## src/rtl/laser_scheduler.sv

```systemverilog
// rtl/laser_scheduler.sv - round-robin scheduler sharing one laser engine across four cannon lanes
module laser_scheduler #(
    parameter int LASER_START    = 256,
    parameter int STEP           = 2,
    parameter int HIT_DIST       = 76,
    parameter int COOLDOWN_TICKS = 8
) (
    input  logic       Clk,
    input  logic       Reset,
    input  logic       move_tick,
    input  logic [3:0] fire_req,
    input  logic [3:0] monster_present,
    output logic       laser_active,
    output logic [1:0] laser_dir,
    output logic [8:0] laser_dist,
    output logic [3:0] kill,
    output logic       busy,
    output logic [7:0] score
);

    localparam logic [1:0] S_IDLE = 2'd0;
    localparam logic [1:0] S_FIRE = 2'd1;
    localparam logic [1:0] S_COOL = 2'd2;

    localparam int         CW        = (COOLDOWN_TICKS > 1) ? $clog2(COOLDOWN_TICKS + 1) : 1;
    localparam logic [8:0] START_D   = 9'(LASER_START);
    localparam logic [9:0] STEP_D    = 10'(STEP);
    // dist - STEP <= HIT_DIST rewritten as dist <= HIT_DIST + STEP so nothing can underflow
    localparam logic [9:0] HIT_LIMIT = 10'(HIT_DIST + STEP);

    logic [1:0]    state;
    logic [1:0]    rr_ptr;
    logic [1:0]    grant;
    logic [CW-1:0] cool_cnt;
    logic [9:0]    dist_ext;
    logic          hit;
    logic          miss;

    // Scan from the farthest offset down so the nearest set bit at or above rr_ptr wins.
    always_comb begin
        grant = rr_ptr;
        for (int i = 3; i >= 0; i--) begin
            if (fire_req[rr_ptr + 2'(i)]) begin
                grant = rr_ptr + 2'(i);
            end
        end
    end

    always_comb begin
        dist_ext = {1'b0, laser_dist};
        hit      = monster_present[laser_dir] && (dist_ext <= HIT_LIMIT);
        miss     = dist_ext <= STEP_D;
    end

    always_ff @(posedge Clk) begin
        if (Reset) begin
            state        <= S_IDLE;
            laser_active <= 1'b0;
            laser_dir    <= 2'd0;
            laser_dist   <= START_D;
            kill         <= 4'b0000;
            busy         <= 1'b0;
            score        <= 8'd0;
            rr_ptr       <= 2'd0;
            cool_cnt     <= '0;
        end else begin
            kill <= 4'b0000;
            case (state)
                S_IDLE: begin
                    if (|fire_req) begin
                        state        <= S_FIRE;
                        laser_dir    <= grant;
                        laser_dist   <= START_D;
                        laser_active <= 1'b1;
                        busy         <= 1'b1;
                        rr_ptr       <= grant + 2'd1;
                    end
                end
                S_FIRE: begin
                    if (move_tick) begin
                        if (hit || miss) begin
                            if (hit) begin
                                kill  <= 4'b0001 << laser_dir;
                                score <= (score == 8'hFF) ? score : score + 8'd1;
                            end
                            laser_dist   <= START_D;
                            laser_active <= 1'b0;
                            if (COOLDOWN_TICKS == 0) begin
                                state <= S_IDLE;
                                busy  <= 1'b0;
                            end else begin
                                state    <= S_COOL;
                                cool_cnt <= CW'(COOLDOWN_TICKS);
                            end
                        end else begin
                            laser_dist <= laser_dist - STEP_D[8:0];
                        end
                    end
                end
                S_COOL: begin
                    if (move_tick) begin
                        if (cool_cnt <= CW'(1)) begin
                            state <= S_IDLE;
                            busy  <= 1'b0;
                        end else begin
                            cool_cnt <= cool_cnt - CW'(1);
                        end
                    end
                end
                default: state <= S_IDLE;
            endcase
        end
    end

endmodule
```

## config.mk

```make
export PLATFORM = sky130hd
export DESIGN_NAME = laser_scheduler
export DESIGN_NICKNAME = d
export VERILOG_FILES = /design/src/rtl/laser_scheduler.sv
export SDC_FILE = /design/constraint.sdc
export NUM_CORES = 1
export LEC_CHECK = 0
export CAP_MARGIN = 30
export CORE_UTILIZATION = 30
export DETAILED_ROUTE_END_ITERATION = 10
export GPL_ROUTABILITY_DRIVEN = 0
export RECOVER_POWER = 50
export SLEW_MARGIN = 20
export SYNTH_ARGS = -nofsm -noshare
export SYNTH_HDL_FRONTEND = slang
export SYNTH_SLANG_ARGS = --single-unit
```

## constraint.sdc

```tcl
create_clock -name Clk -period 2.5 [get_ports Clk]
set_input_delay 0.25 -clock Clk [delete_from_list [all_inputs] [get_ports Clk]]
set_output_delay 0.25 -clock Clk [all_outputs]
set_load 0.1 [all_outputs]
```

==> flow_metrics.env, run 1 <==
export IMPL_max_vdd_ir_drop_mv=0.314
export IMPL_whs_ps=489
export IMPL_cp_startpoint="laser_dist[1]"
export IMPL_placementRows=27
export IMPL_clkSinkCount=32
export IMPL_setup_viol=0
export IMPL_ff2ff_path_depth=7
export IMPL_worstHoldStart="busy"
export IMPL_fmax_mhz=501
export IMPL_slew_viol_final=0
export IMPL_post_cts_buffers=0
export IMPL_wl_per_cell_um=13.2
export IMPL_cts_buffers=5
export IMPL_reg2reg_from="laser_dist[1]"
export IMPL_synth_edf_count=0
export IMPL_chipHeight_um=78.7
export IMPL_power_density_mw_per_mm2=831
export IMPL_tns_ps=0
export IMPL_fp_dieW_um=78.7
export IMPL_finalPower_mw=1.78
export IMPL_final_cell_mix="dfxtp_1, clkbuf_1, nor2_1"
export IMPL_ant_nets=0
export IMPL_crit_cells=7
export IMPL_power_switching_mw=0.744
export IMPL_overflow=0
export IMPL_first_pass_iters=4
export IMPL_p_clk_frac=0.274
export IMPL_fin_nets=266
export IMPL_dp_hpwl_um=3160
export IMPL_antenna_cells=0
export IMPL_synth_nets=228
export IMPL_worst_slack_ps=504
export IMPL_clk_insertion_delay_late_ps=290
export IMPL_worstPathRequired_ps=2720
export IMPL_synth_distinct_cells=49
export IMPL_place_area_mm2=0.00213
export IMPL_critPathKind="reg2reg"
export IMPL_place_ws_ps=279
export IMPL_cp_data_arrival_time_ps=2210
export IMPL_netlist_area_mm2=0.00176
export IMPL_via_per_inst=5.20
export IMPL_finalClockSkew_ps=4.18
export IMPL_htreeDepth=2
export IMPL_drt_wl_total_um=4270
export IMPL_whs_path_depth=2
export IMPL_startpoint_type="register"
export IMPL_synth_async_sr_flop_share=0
export IMPL_grt_pass1_wl_um=7390
export IMPL_grt_max_degree=23
export IMPL_final_area_mm2=0.00215
export IMPL_die_area_mm2=0.00619
export IMPL_synthAdderAreaFrac=0.0426
export IMPL_ys_warn_count=0
export IMPL_swShare=0.417
export IMPL_clk_pin_slew_ps=70
export IMPL_synth_top_family_by_area="simple AND/OR/NAND/NOR gates"
export IMPL_final_common_cell="dfxtp_1"
export IMPL_netlist_top_cells_area="dfxtp_1, nor2_1, ha_1"
export IMPL_fin_crit_sh=0.798
export IMPL_period_needed_ps=2000
export IMPL_synth_xor_area_frac=0.00993
export IMPL_power_leakage_nw=0.781
export IMPL_synth_seq_cells=32
export IMPL_synth_simple_area_share=0.306
export IMPL_core_mm2=0.00557
export IMPL_ys_flop_type="dfxtp_1"
export IMPL_cts_buffer_depth=2
export IMPL_netlist_instances=211
export IMPL_cts_resized_gates=0
export IMPL_port_buffers=34
export IMPL_synth_compound_area_share=0.194
export IMPL_crit_family="simple AND/OR/NAND/NOR gates"
export IMPL_intPower_mw=1.04
export IMPL_tritoncts="yes"
export IMPL_ios=36
export IMPL_cp_num_buf_inv=1
export IMPL_max_stage_delay_ps=500
export IMPL_critPathCaptureType="register"
export IMPL_combPwrFrac=0.372
export IMPL_grt_usage=0.153
export IMPL_ctsHoldBuffers=0
export IMPL_vias=1673
export IMPL_syn_mean_instance_area_um2=8.36
export IMPL_grt_pass1_vias=1566
export IMPL_synth_seq_area_share=0.363
export IMPL_slew_headroom=0.214
export IMPL_max_cap_violations=0
export IMPL_drive_gt1_frac=0.104
export IMPL_hold_class="reg2reg"
export IMPL_status="finished clean"
export IMPL_initial_core_util=0.316
export IMPL_grt_setup_unrepaired="false"
export IMPL_pwr_share_seq=0.354
export IMPL_cts_root_buf="clkbuf_8"
export IMPL_crit_chain="inv_1 > ha_1 > nor2_1 > o41ai_4 > a21o_1 > or4_1 > a31oi_1"
export IMPL_finalHoldViolations=0
export IMPL_muxShareOfSynthArea=0.0376
export IMPL_area_delta_synth_final_pct=21.8
export IMPL_worstMarginPinSlew_ps=1180
export IMPL_slowest_stage="or4_1"
export IMPL_antenna_found_initial=0
export IMPL_drc=0
export IMPL_critical_path_max_fanout=9
export IMPL_detail_route_iter0_violations=116
export IMPL_yosys_area_top_type_share=0.363
export IMPL_yosys_area_top_type="dfxtp_1"
==> per-layer routing <==
metal	vias to the layer above	wire, µm	track usage
met4	0	76	0.0667
li1	852	-	-
met5	-	0	0
met3	6	222	0.0430
met2	37	1860	0.236
met1	778	2110	0.198
==> cells by family (layout without fill, tap and decap cells) <==
kind of cell             count (synthesis)  after routing
AND/OR/NAND/NOR                        101            101
adder cells (fa/ha/maj)                  6              6
multiplexers                             5              5
XOR/XNOR                                 2              2
flip-flops                              32             32
other                                    1              1
buffers and inverters                   16             55
AO/OA/AOI/OAI                           48             48
==> power groups by stage <==
stage / Clock [mW] / Sequential [mW] / Combinational [mW]
after global placement: 0 / 0.645 / 0.688
after CTS: 0.500 / 0.633 / 0.694
final: 0.489 / 0.632 / 0.663
after global routing: 0.536 / 0.644 / 0.716
after floorplan: 0 / 0.872 / 0.311
after detailed placement: 0 / 0.643 / 0.692
==> layout make-up <==
| class | count | area (µm²) |
|---|---|---|
| tap | 72 | 90.1 |
| clock buffer | 6 | 72.6 |
| timing repair buffer | 40 | 235 |
| clock inverter | 2 | 35.0 |
| fill | 594 | 3430 |
| sequential | 32 | 644 |
| inverter | 7 | 26.3 |
| multi-input combinational | 163 | 1040 |
==> metrics by stage <==
stage,cells,utilization
final,322,0.385
after CTS,322,0.402
after floorplan,211,-
after global placement,314,0.382
after detailed placement,314,0.382
after global routing,322,0.385
==> worst paths after layout <==
| check | end | slack [ps] |
|---|---|---|
| min | busy | 490 |
| min reg2reg | busy | 490 |
| max | laser_dist[7] | 500 |
| max reg2reg | laser_dist[7] | 500 |
==> cell usage after synthesis, types with 3 or more instances <==
| cell | number |
|---|---|
| a31oi_1 | 6 |
| nand4_1 | 7 |
| nand3_1 | 9 |
| nor4b_1 | 3 |
| inv_1 | 7 |
| nand2_1 | 19 |
| nor4_1 | 4 |
| a21oi_1 | 10 |
| mux2_2 | 3 |
| a21o_1 | 3 |
| a211oi_1 | 4 |
| ha_1 | 6 |
| nor3_1 | 7 |
| nor2_1 | 21 |
| clkbuf_1 | 6 |
| or3_1 | 3 |
| o21ai_0 | 9 |
| nand2b_1 | 7 |
| dfxtp_1 | 32 |
| nor2b_1 | 7 |
==> tightest hold or removal path, stage by stage, from the launching register on <==
cell	delay, ps
dfxtp_1	310
o21ai_0	70
a21oi_1	60
==> flip-flops by register name, summed over array words and instances (netlist names) <==
name	count
laser_dist	8
score	8
cool_cnt	4
kill	4
laser_dir	2
rr_ptr	2
state	2
busy	1
laser_active	1
Power figures use the tool's default switching activity.
==> inputs of run 2 (changes only) <==
==> constraint.sdc (replaced) <==
create_clock -name Clk -period 1.9 [get_ports Clk]
set_input_delay 0.19 -clock Clk [delete_from_list [all_inputs] [get_ports Clk]]
set_output_delay 0.19 -clock Clk [all_outputs]
set_load 0.1 [all_outputs]
==> run 2 against run 1 <==
Maximum frequency up 9.8%; worst setup slack got worse by 420 ps; via count up 4.2%; hold slack lost 6.7 ps; non-clock buffer count is 15 higher; cell count is 4.7% higher; sequential share of layout area fell by 0.66 points; total power increased by 30%; die area unchanged; register-to-register slack got worse by 420 ps; global-route usage decreased by 0.094 points; critical path depth down 2; critical endpoint is now score[5]; highest routed layer unchanged.
==> flow_metrics.env, run 2 (synthesized netlist as in run 1, its figures left out) <==
export IMPL_status="finished clean"
export IMPL_crit_chain="mux4_2 > buf_4 > and2_2 > nand4_1 > mux2_2"
export IMPL_grt_pass1_wl_um=7580
export IMPL_place_area_mm2=0.00228
export IMPL_critical_path_max_fanout=7
export IMPL_startpoint_type="register"
export IMPL_max_stage_delay_ps=550
export IMPL_fin_crit_sh=0.957
export IMPL_die_area_mm2=0.00619
export IMPL_finalHoldViolations=0
export IMPL_clkSinkCount=32
export IMPL_cts_root_buf="clkbuf_8"
export IMPL_critPathCaptureType="register"
export IMPL_chipHeight_um=78.7
export IMPL_cp_startpoint="laser_dir[0]"
export IMPL_htreeDepth=2
export IMPL_power_density_mw_per_mm2=994
export IMPL_hold_class="reg2reg"
export IMPL_fin_nets=281
export IMPL_ant_nets=0
export IMPL_port_buffers=34
export IMPL_max_cap_violations=0
export IMPL_core_mm2=0.00557
export IMPL_fp_dieW_um=78.7
export IMPL_cp_num_buf_inv=1
export IMPL_overflow=0
export IMPL_whs_ps=482
export IMPL_clk_insertion_delay_late_ps=290
export IMPL_slowest_stage="mux4_2"
export IMPL_top_layer="met4"
export IMPL_slew_viol_final=0
export IMPL_setup_viol=0
export IMPL_grt_setup_unrepaired="false"
export IMPL_drive_gt1_frac=0.321
export IMPL_initial_core_util=0.316
export IMPL_final_area_mm2=0.00233
export IMPL_antenna_cells=0
export IMPL_first_pass_iters=6
export IMPL_ios=36
export IMPL_ctsHoldBuffers=0
export IMPL_area_delta_synth_final_pct=32.0
export IMPL_worstHoldStart="laser_dir[1]"
export IMPL_grt_pass1_vias=1658
export IMPL_wl_per_cell_um=12.8
export IMPL_crit_family="multiplexers"
export IMPL_fmax_mhz=550
export IMPL_reg2reg_from="laser_dir[0]"
export IMPL_critPathKind="reg2reg"
export IMPL_largest_registers="laser_dist x8, score x8"
export IMPL_worstMarginPinSlew_ps=546
export IMPL_via_per_inst=5.17
export IMPL_final_common_cell="clkbuf_2"
export IMPL_grt_usage=0.152
export IMPL_power_leakage_nw=0.921
export IMPL_wl_met1_um=2110
export IMPL_slew_headroom=0.638
export IMPL_dp_hpwl_um=3110
export IMPL_finalClockSkew_ps=11.1
export IMPL_placementRows=27
export IMPL_period_needed_ps=1820
export IMPL_tritoncts="yes"
export IMPL_clk_pin_slew_ps=60
export IMPL_grt_max_degree=20
export IMPL_vias=1743
export IMPL_drt_wl_total_um=4320
export IMPL_met3WireLength_um=190
export IMPL_final_cell_mix="clkbuf_2, nor2_1, buf_4"
export IMPL_max_vdd_ir_drop_mv=0.422
export IMPL_antenna_found_initial=0
export IMPL_cts_buffers=5
export IMPL_wl_met2_um=1980
export IMPL_cts_buffer_depth=2
export IMPL_worstPathRequired_ps=2070
export IMPL_cp_data_arrival_time_ps=1990
export IMPL_drc=0
export IMPL_detail_route_iter0_violations=81
## run 2: layout make-up
| cell class | instances | area, µm² |
|---|---|---|
| Clock buffer | 7 | 76.3 |
| Clock inverter | 1 | 5.00 |
| Fill cell | 585 | 3250 |
| Inverter | 7 | 26.3 |
| Multi-Input combinational cell | 163 | 1070 |
| Sequential cell | 32 | 683 |
| Tap cell | 72 | 90.1 |
| Timing Repair Buffer | 55 | 374 |
## run 2: worst paths after layout
kind / to / slack (ps) / depth (start not counted)
worst min-delay path: kill[0] / 480 / 1
worst min register to register: kill[0] / 480 / 1
worst max register to register: score[5] / 80 / 5
worst max-delay path: score[5] / 80 / 5
## run 2: power breakdown
part | internal [mW] | switching (mW)
clock network | 0.257 | 0.259
logic | 0.310 | 0.648
registers | 0.744 | 0.0976
## run 2: per-layer routing
| layer | global-route usage | vias to the layer above |
|---|---|---|
| met1 | 0.195 | 815 |
| met3 | 0.0419 | 5 |
| met2 | 0.248 | 39 |
| li1 | - | 884 |
| met4 | 0.0426 | 0 |
| met5 | 0 | - |
## run 2: metrics by stage
stage / worst slack, ps / power [mW] / setup TNS (ps) / utilization / instances
global route: 2.43 / 2.46 / 0 / 0.418 / 337
global placement: -11.3 / 1.82 / -11.3 / 0.410 / 328
finish: 82.3 / 2.31 / 0 / 0.418 / 337
detailed placement: -37.5 / 1.82 / -65.0 / 0.410 / 328
floorplan: -44.4 / 1.57 / -44.4 / - / 211
CTS: 99.4 / 2.35 / 0 / 0.424 / 336
## run 2: repair_timing
action,4_1_cts,5_1_grt
hold endpoints to repair,0,0
setup endpoints to repair,0,7
buffers inserted,0,1
resized for setup,0,4
==> inputs of run 3 (changes only) <==
--- a/config.mk
+++ b/config.mk
@@ -10,6 +10,7 @@
 export DETAILED_ROUTE_END_ITERATION = 10
 export GPL_ROUTABILITY_DRIVEN = 0
 export RECOVER_POWER = 50
+export SKIP_LAST_GASP = 1
 export SLEW_MARGIN = 20
 export SYNTH_ARGS = -nofsm -noshare
 export SYNTH_HDL_FRONTEND = slang
==> run 3 against run 2 <==
Sequential cell count unchanged; critical path depth unchanged; sequential power about the same; via count up 0.29%; critical endpoint unchanged; largest power group unchanged; highest routed layer unchanged.
==> flow_metrics.env, run 3 (synthesized netlist as in run 1, its figures left out) <==
export IMPL_status="finished clean"
export IMPL_r2r_slack_ps=80
export IMPL_worstHoldStart="laser_dir[1]"
export IMPL_ios=36
export IMPL_cp_data_arrival_time_ps=1990
export IMPL_clkSinkCount=32
export IMPL_initial_core_util=0.316
export IMPL_wl_per_cell_um=12.8
export IMPL_whs_ps=482
export IMPL_tritoncts="yes"
export IMPL_ff2ff_path_depth=5
export IMPL_regToRegEndpoint="score[5]"
export IMPL_slew_headroom=0.638
export IMPL_placementRows=27
export IMPL_antenna_cells=0
export IMPL_drc=0
export IMPL_hold_class="reg2reg"
export IMPL_area_delta_synth_final_pct=32.5
export IMPL_max_vdd_ir_drop_mv=0.422
export IMPL_slowest_stage="mux4_2"
export IMPL_power_leakage_nw=0.927
export IMPL_power_density_mw_per_mm2=993
export IMPL_final_cells=337
export IMPL_whs_path_depth=1
export IMPL_grt_pass1_wl_um=7580
export IMPL_fin_nets=281
export IMPL_grt_max_degree=20
export IMPL_drt_wl_total_um=4320
export IMPL_cp_num_buf_inv=1
export IMPL_crit_chain="mux4_2 > buf_4 > and2_2 > nand4_1 > mux2_2"
export IMPL_worstMarginPinSlew_ps=545
export IMPL_final_common_cell="buf_4"
export IMPL_critical_path_max_fanout=7
export IMPL_period_needed_ps=1820
export IMPL_slew_viol_final=0
export IMPL_cts_buffers=5
export IMPL_fmax_mhz=550
export IMPL_worstPathRequired_ps=2070
export IMPL_cts_buffer_depth=2
export IMPL_max_cap_violations=0
export IMPL_grt_setup_unrepaired="true"
export IMPL_max_stage_delay_ps=550
export IMPL_fp_dieW_um=78.7
export IMPL_reg2reg_from="laser_dir[0]"
export IMPL_ctsHoldBuffers=0
export IMPL_largest_registers="laser_dist x8, score x8"
export IMPL_holdPathEnd="kill[0]"
export IMPL_vias=1748
export IMPL_critPathKind="reg2reg"
export IMPL_finalPower_mw=2.32
export IMPL_cts_root_buf="clkbuf_8"
export IMPL_final_cell_mix="buf_4, nor2_1, clkbuf_2"
export IMPL_dp_hpwl_um=3110
export IMPL_core_mm2=0.00557
export IMPL_die_area_mm2=0.00619
export IMPL_post_route_util=0.419
export IMPL_clk_insertion_delay_late_ps=290
export IMPL_setup_viol=0
export IMPL_critPathCaptureType="register"
export IMPL_via_per_inst=5.19
export IMPL_n_fill_cell=579
export IMPL_htreeDepth=2
export IMPL_ant_nets=0
export IMPL_crit_family="multiplexers"
export IMPL_place_inst=328
export IMPL_detail_route_iter0_violations=93
export IMPL_antenna_found_initial=0
export IMPL_port_buffers=34
export IMPL_grt_usage=0.152
export IMPL_first_pass_iters=6
export IMPL_overflow=0
export IMPL_finalClockSkew_ps=10.9
export IMPL_drive_gt1_frac=0.321
export IMPL_chipHeight_um=78.7
export IMPL_grt_pass1_vias=1658
export IMPL_startpoint_type="register"
export IMPL_finalHoldViolations=0
export IMPL_fin_crit_sh=0.957
export IMPL_clk_pin_slew_ps=60
-- run 3: where the power goes --
group	switching (mW)	internal (mW)	total, mW
logic	0.645	0.319	0.964
clock network	0.259	0.257	0.516
registers	0.0977	0.744	0.841
-- run 3: cell type report --
type,instances,area (µm²),share of cell area
multi-input cells,163,1070,0.457
flip-flops and latches,32,683,0.292
repair buffers,55,388,0.166
well taps,72,90.1,0.0385
clock buffers,7,76.3,0.0327
inverters,7,26.3,0.0112
clock inverters,1,5.00,0.00214
-- run 3: worst max path at each step --
stage                       start             to  slack [ps]  depth (start not counted)
2_1_floorplan        laser_dir[0]  laser_dist[7]         -40                          4
3_3_place_gp   monster_present[3]  laser_dist[7]         -10                          5
3_5_place_dp   monster_present[3]  laser_dist[7]         -40                          5
4_1_cts             laser_dist[1]       score[0]         100                          6
5_1_grt             laser_dist[4]  laser_dist[2]          -4                          6
6_report             laser_dir[0]       score[5]          80                          5
-- run 3: per-layer routing --
| layer | wire length [µm] | vias to the layer above | track usage |
|---|---|---|---|
| li1 | - | 884 | - |
| met1 | 2100 | 814 | 0.195 |
| met2 | 1970 | 45 | 0.248 |
| met3 | 214 | 5 | 0.0419 |
| met4 | 35 | 0 | 0.0426 |
| met5 | 0 | - | 0 |
-- run 3: what timing repair did --
item,in CTS,in global routing
resized for setup,0,3
setup endpoints to repair,0,7
buffers inserted,0,1
-- run 3: stage by stage --
step,cell area [µm²],setup TNS (ps),worst slack [ps]
CTS,2360,0,99.4
finish,2340,0,82.1
global placement,2280,-11.3,-11.3
floorplan,1820,-44.4,-44.4
global route,2340,-3.93,-3.93
detailed placement,2280,-65.0,-37.5
